--- src/rtl/demux1to4_stream.sv ---
// -----------------------------------------------------------------------------
// demux1to4_stream
//   Registered 1-to-4 stream demultiplexer with a valid/ready handshake on every
//   port. Each accepted input word is steered by in_sel into a one-entry holding
//   register for its channel. The word stays there until that channel's consumer
//   takes it.
//
//   Ports
//     clk                  clock; all state updates on the rising edge
//     rst_n                asynchronous, active-low reset
//     in_valid / in_ready  producer handshake
//                          in_ready is combinational and does not depend on in_valid
//     in_data, in_sel      input word and destination channel (0..3)
//     in_bcast             (only with DEMUX_BROADCAST_EN) load all four channels
//     out_valid[k]         channel k holding register is full
//     out_ready[k]         consumer k takes the word this cycle
//     out_data0..3         per-channel held word
//     acc_cnt              count of accepted input transfers, wraps modulo 2^CNT_W
//
//   Build option
//     DEMUX_BROADCAST_EN   when defined, adds in_bcast and broadcast loading
// -----------------------------------------------------------------------------
module demux1to4_stream #(
    parameter int DATA_W = 8,
    parameter int CNT_W  = 16
) (
    input  logic              clk,
    input  logic              rst_n,
    input  logic              in_valid,
    output logic              in_ready,
    input  logic [DATA_W-1:0] in_data,
    input  logic [1:0]        in_sel,
`ifdef DEMUX_BROADCAST_EN
    input  logic              in_bcast,
`endif
    output logic [3:0]        out_valid,
    input  logic [3:0]        out_ready,
    output logic [DATA_W-1:0] out_data0,
    output logic [DATA_W-1:0] out_data1,
    output logic [DATA_W-1:0] out_data2,
    output logic [DATA_W-1:0] out_data3,
    output logic [CNT_W-1:0]  acc_cnt
);

    // Per-channel EMPTY/FULL state is the valid bit itself.
    logic [3:0]        valid_q, valid_d;
    logic [DATA_W-1:0] data_q [4];
    logic [DATA_W-1:0] data_d [4];
    logic [CNT_W-1:0]  cnt_q, cnt_d;

    logic [3:0] chan_free;   // channel can take a word this cycle
    logic [3:0] load_mask;   // channels addressed by the current input word
    logic [3:0] load;        // channels actually loaded this cycle
    logic       bcast;
    logic       accept;

`ifdef DEMUX_BROADCAST_EN
    assign bcast = in_bcast;
`else
    assign bcast = 1'b0;
`endif

    // A full channel is still free if its consumer drains it in the same
    // cycle. This passes ready straight through and gives 1 word/cycle per channel.
    assign chan_free = ~valid_q | out_ready;

    always_comb begin
        load_mask         = 4'b0000;
        load_mask[in_sel] = 1'b1;
        in_ready          = chan_free[in_sel];
        if (bcast) begin
            // A broadcast needs every channel free. in_sel is ignored.
            load_mask = 4'b1111;
            in_ready  = &chan_free;
        end
    end

    assign accept = in_valid & in_ready;
    assign load   = load_mask & {4{accept}};
    assign cnt_d  = cnt_q + CNT_W'(accept);

    // Next-state logic for each channel.
    // A load wins over a drain, so the new word replaces the old one.
    generate
        for (genvar gi = 0; gi < 4; gi++) begin : g_chan
            assign valid_d[gi] = load[gi] | (valid_q[gi] & ~out_ready[gi]);
            assign data_d[gi]  = load[gi] ? in_data : data_q[gi];
        end
    endgenerate

    // State registers
    always_ff @(posedge clk or negedge rst_n) begin
        if (!rst_n) begin
            valid_q <= 4'b0000;
            cnt_q   <= '0;
            for (int k = 0; k < 4; k++) begin
                data_q[k] <= '0;
            end
        end else begin
            valid_q <= valid_d;
            cnt_q   <= cnt_d;
            for (int k = 0; k < 4; k++) begin
                data_q[k] <= data_d[k];
            end
        end
    end

    // Outputs
    assign out_valid = valid_q;
    assign out_data0 = data_q[0];
    assign out_data1 = data_q[1];
    assign out_data2 = data_q[2];
    assign out_data3 = data_q[3];
    assign acc_cnt   = cnt_q;

endmodule

--- config.mk ---
export PLATFORM = sky130hd
export DESIGN_NAME = demux1to4_stream
export DESIGN_NICKNAME = d
export VERILOG_FILES = /design/src/rtl/demux1to4_stream.sv
export SDC_FILE = /design/constraint.sdc
export NUM_CORES = 1
export LEC_CHECK = 0
export CAP_MARGIN = 20
export CORE_MARGIN = 2
export CORE_UTILIZATION = 45
export CTS_CLUSTER_DIAMETER = 100
export CTS_CLUSTER_SIZE = 25
export DETAILED_ROUTE_END_ITERATION = 6
export GPL_ROUTABILITY_DRIVEN = 0
export PLACE_DENSITY = 0.82
export SYNTH_ARGS = -nofsm -noshare
export SYNTH_HDL_FRONTEND = slang
export SYNTH_SLANG_ARGS = --single-unit
--- constraint.sdc ---
create_clock -name clk -period 3.7 [get_ports clk]
set_input_delay 0.37 -clock clk [delete_from_list [all_inputs] [get_ports clk]]
set_output_delay 0.37 -clock clk [all_outputs]
set_load 0.05 [all_outputs]
==> key figures <==
Global routing
  • Routing usage on met1: 24.0%
  • Largest net degree at the start of global routing: 35
  • Routing usage on met2: 29.7%
  • GR Overflow Total: 0
  • Vias in the first global route: ~1500
  • Gr busiest metal: met2
  • Gr usage total: a little under a fifth
  • Global-route wire length before repair: 7.22 mm
  • Initial antenna violation count: 0
  • Met3 Usage GRT: 5.14%

Die
  • IO Count: 70
  • Core Region: approximately 0.0044 mm^2
  • Initial Util: approximately 47%
  • Die span in y: between 70 and 80 um
  • Row count: 24
  • Die X-Extent: 72.4 um
  • Die area: between 0.005 and 0.006 mm^2

Timing
  • Fin crit period: roughly 2.7 ns
  • Pin slew with the least headroom to its limit: roughly 0.76 ns
  • Slew headroom: between 40% and 50%
  • Setup violations, final: 0
  • FMAX: ~0.37 GHz
  • Worst hold slack: around 0.48 ns
  • Tcrit/Tclk final: between 70% and 80%
  • Total Neg Setup Slack: 0 ns
  • Final Hold Fails: 0
  • RSZ-0062 raised after global routing: false
  • Slew Limit Fails: 0
  • Skew final: between 0.003 and 0.004 ns

Clocking
  • CTS Hold Bufs: 1
  • CTS Root Cell: clkbuf_8
  • Clock latency on the worst-skew pair: ~0.30 ns
  • Cts repair resizes: 0
  • Cts bufs inserted: 5
  • Clock-pin slew on the worst setup and hold paths: ~0.08 ns
  • TritonCTS clock tree: done
  • Postcts setup bufs: 0
  • CTS H-tree depth: 2
  • CTS Sinks: 52
  • CTS Buffer Depth: 2

Place
  • Detailed placer's ending HPWL: 3.30 mm
  • Port bufs: 69

Power and ir drop
  • Pwr Density: approximately 650 mW/mm^2
  • Peak supply drop: 0.000439 V
  • Lkg Pwr: approximately 1.2 nW

Synth
  • Cell area after synthesis: roughly 0.0021 mm^2
  • Post-Syn Nets: between 150 and 200
  • Synth area leader: dfrtp_1
  • Post-synthesis sequential area ratio: 61.8%
  • Post-synth EDFFs: 0
  • Syn avg cell area: about 15 um^2
  • Cells after synthesis: about 140
  • Synth cell count leaders: 52 x dfrtp_1, 32 x mux2_2, 13 x xnor2_1, 7 x nand4_1, 6 x nand2_1
  • Synth async-reset ratio: between 90% and 100%
  • Ys flop type: dfrtp_1
  • Ranking of synthesized cells by area: dfrtp_1 62%, mux2_2 17%, xnor2_1 5.4%
  • #FFs+latches synth: 52
  • Synth top area share: around 62%
  • Most frequent cell after synthesis: dfrtp_1
  • Yosys warning count: 0
  • Synth cell types: 20

Finish
  • Multi-input gate area: 790 um^2
  • # diodes: 0
  • Layout area overhead: 40.1%
  • Layout cells sized above 1: 20.1%
  • Nets: roughly 240
  • Fillcell total: 352
  • Register area: ~0.0013 mm^2

Setup path
  • CP arrival: ~2.3 ns
  • CP Launch Type: input port
  • Worst Path Required: about 3.3 ns
  • Crit end category: output port
  • Worst R2R Start: out_valid[0]
  • Critical path class: input port to output port
  • Peak fanout along the critical path: 6
  • Worst setup startpoint: in_sel[1]

Routing
  • Via density per instance: approximately 5.3
  • Routed len/inst: approximately 16 um
  • Initial DRC count: 65
  • Drt pass-1 iters: 4
  • Remaining antenna violation count: 0
  • Post-Route WL: around 4.4 mm
  • DRC: 0
  • Vias: 1436

Hold path
  • Worst Hold Launch: acc_cnt[15]
  • Hold crit path type: register to register

Job
  • Max_cap viols: 0

Run status
  • Status: finished, final reports clean
## path summary, 6_finish.rpt
kind	endpoint	slack [ns]	cells past startpoint
setup / recovery	in_ready	1.03	3
hold / removal	acc_cnt[15]	0.48	1
setup reg to reg	acc_cnt[14]	1.57	8
hold reg to reg	acc_cnt[15]	0.48	1
max in group asynchronous	out_data2[1]	2.38	3
min in group asynchronous	acc_cnt[14]	0.55	2
## metrics by stage
step / std cells / util [%] / power [W] / setup WS (ns) / instance area [um^2]
2_1_floorplan: 143 / - / 0.00129 / 1.14 / 2100
3_3_place_gp: 262 / 64.1 / 0.00158 / 1.00 / 2850
3_5_place_dp: 262 / 64.1 / 0.00160 / 0.924 / 2850
4_1_cts: 271 / 66.4 / 0.00192 / 1.03 / 2950
5_1_grt: 271 / 66.4 / 0.00198 / 0.988 / 2950
6_report: 271 / 66.4 / 0.00191 / 1.03 / 2950
## kinds of logic after synthesis
group / share of synthesized area, %
xor gates and xnor gates: 5.83
and+or+nand+nor: 11.8
adders and majority gates: 1.19
muxes: 18.2
DFF: 61.8
buffers and inverters: 0.654
AOI/OAI and AO/OA: 0.476
## area by class of cell
| type | count | share of cell area [%] |
|---|---|---|
| flip-flops and latches | 52 | 44.1 |
| clock buffers | 8 | 3.05 |
| well taps | 52 | 2.21 |
| repair buffers | 71 | 23.8 |
| multi-input cells | 88 | 26.8 |
## cells in the final DEF (no fill, tap or decap), types with 3 or more instances in the layout
cell type / n
nand4_1: 7
nand2b_1: 4
dfrtp_1: 52
and2_1: 3
nand2_1: 6
xnor2_1: 13
clkdlybuf4s50_1: 68
clkbuf_8: 6
and4_1: 5
nand3_1: 5
mux2_2: 32
## metal layers
metal | up-vias | part of all wire [%]
met1 | 717 | 44
met2 | 54 | 48
met3 | 4 | 7.1
li1 | 661 | -
met4 | 0 | 0.61
met5 | - | 0
## worst max-delay path, cell delays in order
cell             delay (ns)
clkdlybuf4s50_1        0.65
mux4_2                 0.56
clkdlybuf4s50_1        0.72
## flip-flops by register name, summed over array words and instances (netlist names)
signal,flops
acc_cnt,16
out_data0,8
out_data1,8
out_data2,8
out_data3,8
out_valid,4
## power breakdown
| part | total [W] | switching, W | internal, W |
|---|---|---|---|
| Sequential | 0.000765 | 0.0000849 | 0.000680 |
| Combinational | 0.000819 | 0.000530 | 0.000290 |
| Clock | 0.000323 | 0.000170 | 0.000153 |
| Total | 0.00191 | 0.000785 | 0.00112 |
(Power assumes the default switching activity.)
